==> src/rtl/instruction_fetch_unit.sv <==
`default_nettype none
// ============================================================================
// Module   : instruction_fetch_unit
// Brief    : PC owner, instruction-memory address driver and IF/ID register.
//            Optional halt detection enabled by defining IFU_HALT_DETECT_EN.
// Revision : 1.0 - initial release
// ============================================================================
module instruction_fetch_unit #(
  parameter int unsigned MEM_DEPTH = 1024,
  parameter int unsigned RESET_PC  = 0,
  parameter logic [31:0] HALT_WORD = 32'hFFFF_FFFF
) (
  input  logic        Clk,
  input  logic        Reset,
  input  logic        Stall,
  input  logic        Flush,
  input  logic        BranchTaken,
  input  logic [31:0] BranchTarget,
  input  logic [31:0] instructionIn,
  output logic [31:0] programCounterOut,
  output logic [31:0] ifidInstruction,
  output logic [31:0] ifidPcPlus1,
  output logic        ifidValid,
  output logic        addrError,
  output logic [31:0] fetchCount
);

  localparam logic [31:0] c_depth    = 32'(MEM_DEPTH);
  localparam logic [31:0] c_last     = c_depth - 32'd1;
  localparam logic [31:0] c_reset_pc = 32'(RESET_PC);
  localparam logic [31:0] c_nop      = 32'd0;

`ifdef IFU_HALT_DETECT_EN
  typedef enum logic [1:0] {
    S_BOOT   = 2'd0,
    S_RUN    = 2'd1,
    S_HALTED = 2'd2
  } state_t;
`else
  typedef enum logic [1:0] {
    S_BOOT = 2'd0,
    S_RUN  = 2'd1
  } state_t;

  // Without halt detection the halt encoding is an ordinary instruction.
  logic w_unused_halt;
  assign w_unused_halt = ^HALT_WORD;
`endif

  state_t      r_state, w_state_nxt;
  logic [31:0] r_pc, w_pc_nxt;
  logic [31:0] r_instr, w_instr_nxt;
  logic [31:0] r_pcp1, w_pcp1_nxt;
  logic        r_valid, w_valid_nxt;
  logic        r_err, w_err_nxt;
  logic [31:0] r_cnt, w_cnt_nxt;

  logic [31:0] w_pc_inc;
  logic [31:0] w_tgt_mod;
  logic        w_tgt_oor;

  assign w_pc_inc  = (r_pc == c_last) ? 32'd0 : r_pc + 32'd1;
  assign w_tgt_oor = (BranchTarget >= c_depth);
  assign w_tgt_mod = BranchTarget % c_depth;

  always_ff @(posedge Clk or negedge Reset) begin
    if (!Reset) begin
      r_state <= S_BOOT;
      r_pc    <= c_reset_pc;
      r_instr <= c_nop;
      r_pcp1  <= 32'd0;
      r_valid <= 1'b0;
      r_err   <= 1'b0;
      r_cnt   <= 32'd0;
    end else begin
      r_state <= w_state_nxt;
      r_pc    <= w_pc_nxt;
      r_instr <= w_instr_nxt;
      r_pcp1  <= w_pcp1_nxt;
      r_valid <= w_valid_nxt;
      r_err   <= w_err_nxt;
      r_cnt   <= w_cnt_nxt;
    end
  end

  always_comb begin
    w_state_nxt = r_state;
    w_pc_nxt    = r_pc;
    w_instr_nxt = r_instr;
    w_pcp1_nxt  = r_pcp1;
    w_valid_nxt = r_valid;
    w_err_nxt   = r_err;
    w_cnt_nxt   = r_cnt;
    case (r_state)
      // Memory read data is not trusted until one cycle after reset release.
      S_BOOT: w_state_nxt = S_RUN;
      S_RUN: begin
        if (BranchTaken) begin
          w_pc_nxt = w_tgt_mod;
          if (w_tgt_oor) w_err_nxt = 1'b1;
        end else if (!Stall) begin
          w_pc_nxt = w_pc_inc;
        end
        if (Flush || BranchTaken) begin
          w_instr_nxt = c_nop;
          w_pcp1_nxt  = 32'd0;
          w_valid_nxt = 1'b0;
        end else if (!Stall) begin
          w_instr_nxt = instructionIn;
          w_pcp1_nxt  = w_pc_inc;
          w_valid_nxt = 1'b1;
          w_cnt_nxt   = r_cnt + 32'd1;
`ifdef IFU_HALT_DETECT_EN
          if (instructionIn == HALT_WORD) w_state_nxt = S_HALTED;
`endif
        end
      end
`ifdef IFU_HALT_DETECT_EN
      // Halted: bubbles forever, all redirects and hazards ignored.
      S_HALTED: begin
        w_instr_nxt = c_nop;
        w_pcp1_nxt  = 32'd0;
        w_valid_nxt = 1'b0;
      end
`endif
      default: w_state_nxt = S_BOOT;
    endcase
  end

  assign programCounterOut = r_pc;
  assign ifidInstruction   = r_instr;
  assign ifidPcPlus1       = r_pcp1;
  assign ifidValid         = r_valid;
  assign addrError         = r_err;
  assign fetchCount        = r_cnt;

endmodule
`default_nettype wire
==> config.mk <==
export PLATFORM = sky130hd
export DESIGN_NAME = instruction_fetch_unit
export DESIGN_NICKNAME = d
export VERILOG_FILES = /design/src/rtl/instruction_fetch_unit.sv
export SDC_FILE = /design/constraint.sdc
export NUM_CORES = 1
export LEC_CHECK = 0
export BUFFER_PORTS_ARGS = -buffer_cell sky130_fd_sc_hd__buf_2
export CORE_UTILIZATION = 45
export DETAILED_ROUTE_END_ITERATION = 8
export PLACE_DENSITY = 0.72
export SLEW_MARGIN = 40
export SYNTH_ARGS = -nofsm -noshare
export SYNTH_HDL_FRONTEND = slang
export SYNTH_SLANG_ARGS = --single-unit
==> constraint.sdc <==
create_clock -name Clk -period 3 [get_ports Clk]
set_clock_uncertainty 0.05 [all_clocks]
set_input_delay 0.3 -clock Clk [delete_from_list [all_inputs] [get_ports Clk]]
set_output_delay 0.3 -clock Clk [all_outputs]
set_load 0.05 [all_outputs]
=== After elaboration in Yosys (flattened, before gate mapping) ===
Index checks and enable logic that the tools add are counted.

* Bitwise logic cells: 2
* Eq/ne operators: 4
* Reductions and logical operators: 6
* Magnitude comparators: 1
* Add/sub/neg operators: 2
* Muxes and demuxes: 9

{| class="wikitable"
|+ Operators by type and width
! cell !! count
|-
| $mux W32 || 6
|-
| $add A32 B1 Y32 const B || 2
|-
| $eq A32 B10 Y1 const B || 1
|-
| $ge A32 B11 Y1 const B || 1
|-
| $reduce_and A3 Y1 || 2
|-
| $ne A2 B1 Y1 const B || 2
|-
| $pmux W2 S2 || 1
|-
| $reduce_and A2 Y1 || 2
|-
| $eq A2 B1 Y1 const B || 1
|-
| $logic_not A2 Y1 || 1
|-
| $mux W1 || 2
|-
| $not A1 Y1 || 2
|-
| $logic_or A1 B1 Y1 || 1
|}

* Bits in registers: 132
* Input bits: 69

=== Logic depth before layout (Yosys ltp) ===
* Depth after elaboration: 4
* Depth in mapped cells: 8
* Depth with buffers taken out: 6

=== Worst setup path before layout ===
Ideal clock, no wire load.

* Kind: flip-flop to flip-flop
* From: register r_pc[0] (netlist: programCounterOut[0])
* To: register r_pc[30] (netlist: programCounterOut[30])
* Path slack: 0.366 ns
* Period minus slack after synthesis: 2.634 ns
* Library setup time: 0.119 ns
* Arrival time: 2.465 ns
* Stages on the path, launching flop included: 8
* Required time: 2.831 ns
* Buffers on the path: 1
* Cell sequence: dfrtp_1 -> ha_1 -> nand3_1 -> or4_4 -> buf_6 -> nor4_4 -> o21ai_0 -> a21bo_2

* Longest elaborated chain between the ends: 4
* Elaborated cells on any way between the ends: 5

{| class="wikitable"
|+ RTL lines
! item !! line !! RTL
|-
| start: declaration || 51 || <nowiki>logic [31:0] r_pc, w_pc_nxt;</nowiki>
|-
| start signal: assignment || 69 || <nowiki>r_pc <= c_reset_pc;</nowiki>
|-
| start signal: assignment || 77 || <nowiki>r_pc <= w_pc_nxt;</nowiki>
|-
| $add A32 B1 Y32 / $eq A32 B10 Y1 (equally long branches) || 62 || <nowiki>assign w_pc_inc = (r_pc == c_last) ? 32'd0 : r_pc + 32'd1;</nowiki>
|-
| $mux W32 (*) || 62 ||
|-
| $mux W32 (*) || 101 || <nowiki>end else if (!Stall) begin</nowiki>
|-
| $mux W32 (*) || 98 || <nowiki>if (BranchTaken) begin</nowiki>
|}

Every way passes the cells marked *; elsewhere a longest branch is shown, timed or not. The select of a mux whose other input is x is not followed.
A chain may end at the register's enable or synchronous reset.

=== Worst setup path in the final report ===
* From: register r_pc[26] (netlist: programCounterOut[26])
* To: register r_pc[9] (netlist: programCounterOut[9])

* Longest elaborated chain between the ends: 4

{| class="wikitable"
|+ RTL lines
! item !! line
|-
| $eq A32 B10 Y1 || 62
|-
| $mux W32 || 62
|-
| $mux W32 || 101
|-
| $mux W32 || 98
|}

No other way between the ends. The select of a mux whose other input is x is not followed.

==> results.json <==
{
  "clock_path_buffers": 2,
  "port_buffers": 198,
  "routed_wl_mm": 16.53,
  "ir_drop_uv": 335.5,
  "synth_top_area_cell": "dfrtp_1",
  "routedWlPerCell_um": 16.75,
  "gp_congestion": 0.8738,
  "synth_nets": 677,
  "cts_buffers": 17,
  "gr-usage-all-layers_pct": 24.55,
  "cts_sinks": 131,
  "p_seq_share_pct": 39.0,
  "whs_ps": 56.40,
  "fillers": 1118,
  "worstPathRequired_ps": 3250,
  "p_switching_w": 0.001366,
  "cts.htree.levels": 4,
  "clock_insertion_delay_worst_skew_ps": 420,
  "critPathSlowestCell": "or4_1",
  "grt_pass1_vias": 5358,
  "yosysMostFrequentCell": "dfrtp_1",
  "synth_warnings": 0,
  "crit_arrival_ps": 2820,
  "ys_seq_elements": 131,
  "hp-class": "in -> reg",
  "diodes": 0,
  "crit_path_start": "programCounterOut[26]",
  "clkPwrFrac_pct": 47.0,
  "synth_edf_count": 0,
  "swShare_pct": 27.45,
  "ios": 199,
  "grt_overflow": 0,
  "maxSlewHeadroom_pct": 50.63,
  "synth-main-ff-cell": "dfrtp_1",
  "drtPass1Iterations": 5,
  "antenna_found_initial": 0,
  "cts_setup_buffers": 0,
  "p_int_w": 0.003611,
  "synthTopCellsByCount": "dfrtp_1 (131), nand2_1 (65), nand3_1 (35)",
  "synth_cell_types": 50,
  "finalSetupTns_ps": 0,
  "worstSetupPathType": "reg -> reg",
  "drt_iter0_drc": 338,
  "fmax_ghz": 0.3896,
  "r2r_end": "programCounterOut[9]",
  "slew_viol_final": 0,
  "power_density_nw_per_um2": 621.3,
  "vias_per_cell": 5.501,
  "ys_seq_area_share_pct": 53.28,
  "fin_util_pct": 60.25,
  "die_width_um": 118.9,
  "min_to": "ifidInstruction[14]",
  "vias": 5429,
  "outcome": "finished, final reports clean",
  "pwr-share-comb_pct": 14.0,
  "clkTransAtPathRegs_ps": 60,
  "drc": 0,
  "rsz0062_at_grt": "no",
  "syn2layout_area_growth_pct": 30.20,
  "drv_cap": 0,
  "worst_pin_slew_ps": 737.2,
  "start_util_pct": 46.27,
  "worstPathCellList": "or4_1 -> nor3_1 -> a31oi_1 -> a221oi_1 -> nor2_1",
  "r2r_start": "programCounterOut[26]",
  "hp-start": "instructionIn[14]",
  "synth_area_um2": 6152,
  "reg2reg_depth": 5,
  "finalCritPeriodShare_pct": 85.55,
  "cts_tree": "done",
  "die_y_um": 118.9,
  "p_leak_nw": 3.997,
  "synth_top_area_share_pct": 53.28,
  "grt_pass1_wl_mm": 27.28,
  "core_area_um2": 13300,
  "grt_max_degree": 55,
  "dp_hpwl_mm": 11.82,
  "async_reset_ff_share_pct": 100.0,
  "drive_gt1_share_pct": 32.06,
  "finalSetupViolCount": 0,
  "fin_crit_ps": 2566,
  "ant_nets": 0,
  "die_area_um2": 14140,
  "cp-start-kind": "register",
  "synthTopCellsByArea": "dfrtp_1 (53%), xnor2_1 (4.7%), a22o_1 (4.6%)",
  "final-hold-violation-count": 0,
  "end_kind": "register",
  "fin_nets": 870,
  "worst_path_largest_cell_delay_ps": 520,
  "crit_fanout": 9,
  "holdPathStages": 2,
  "regToRegSetupSlack_ps": 430,
  "rows": 42,
  "syn_inst": 606,
  "cts_root_buffer": "clkbuf_16",
  "avgSynthCellArea_um2": 10.15
}
==> power by group through the flow <==
stage,registers [W],clock network [W],logic [W]
2_1_floorplan,0.00221,0,0.000214
3_3_place_gp,0.00196,0,0.000688
3_5_place_dp,0.00197,0,0.000698
4_1_cts,0.00194,0.00238,0.000702
5_1_grt,0.00195,0.00245,0.000745
6_report,0.00194,0.00234,0.000697
==> placed cells by master (no fill, tap or decap), drive strengths merged, types with 3 or more instances in the layout <==
cell,count
inv,19
nand4,15
nand2b,5
nand2,65
xor2,25
buf,212
o22ai,4
nor3,20
a31oi,17
o21ai,44
xnor2,33
or4,7
nand3,36
clkbuf,18
bufinv,6
a221oi,3
nor4,15
and3,9
nor2,32
dfrtp,131
and4,6
a41oi,3
o21a,3
clkinv,4
a21oi,19
a22o,32
or3,4
==> cells by family after synthesis <==
| family | after synthesis | synth area share, % |
|---|---|---|
| xor gates and xnor gates | 58 | 8.257 |
| other | 1 | 0.06095 |
| DFF | 131 | 53.28 |
| and+or+nand+nor | 221 | 19.46 |
| adders and majority gates | 2 | 0.4067 |
| buffers and inverters | 57 | 3.925 |
| AOI/OAI and AO/OA | 135 | 14.42 |
| muxes | 1 | 0.1830 |
==> through the flow <==
step / worst slack, ps / instance area (um2) / instances / total power, W
6_report: 433.5 / 8010 / 987 / 0.004977
3_5_place_dp: 508.2 / 7330 / 955 / 0.002667
2_1_floorplan: 365.9 / 6152 / 606 / 0.002425
3_3_place_gp: 586.0 / 7323 / 955 / 0.002650
5_1_grt: 340.6 / 8010 / 987 / 0.005149
4_1_cts: 482.4 / 8010 / 987 / 0.005024
==> routing by layer <==
| layer | GRT usage (%) | part of all wire, % | vias up |
|---|---|---|---|
| li1 | - | - | 2552 |
| met1 | 31.79 | 43 | 2621 |
| met2 | 39.22 | 48 | 225 |
| met3 | 6.370 | 6.6 | 31 |
| met4 | 9.968 | 2.1 | 0 |
| met5 | 0 | 0 | - |
==> final cells by class <==
cell class              instances  area, um2  share of cell area (%)
inverters                      18      67.56                  0.8435
clock buffers                  18      439.2                   5.483
repair buffers                213       1121                   14.00
multi-input cells             418       2653                   33.11
well taps                     176      220.2                   2.749
flip-flops and latches        131       3278                   40.92
clock inverters                13      231.5                   2.890
==> flip-flops by register name (all words and copies together), names as in the netlist <==
register	flops
fetchCount	32
programCounterOut	32
r_state	1
ifidPcPlus1	32
ifidInstruction	32
addrError	1
ifidValid	1
==> critical path, delay by kind of cell (launching register included) <==
| kind | cells | cell delay [ps] |
|---|---|---|
| AOI/OAI and AO/OA | 2 | 810 |
| DFF | 1 | 470 |
| and+or+nand+nor | 3 | 1120 |
==> worst max-delay path by stage <==
stage / to
finish: programCounterOut[9]
global route: programCounterOut[30]
CTS: programCounterOut[9]
detailed placement: programCounterOut[30]
global placement: programCounterOut[30]
floorplan: programCounterOut[30]
==> timing repair <==
action                                  4_1_cts  5_1_grt
endpoints found under the setup margin        0        0
hold buffers                                  1        0
hold endpoints to repair                     51        0
resized for setup                             0        0
No activity file was read; power rests on OpenSTA's default activity.
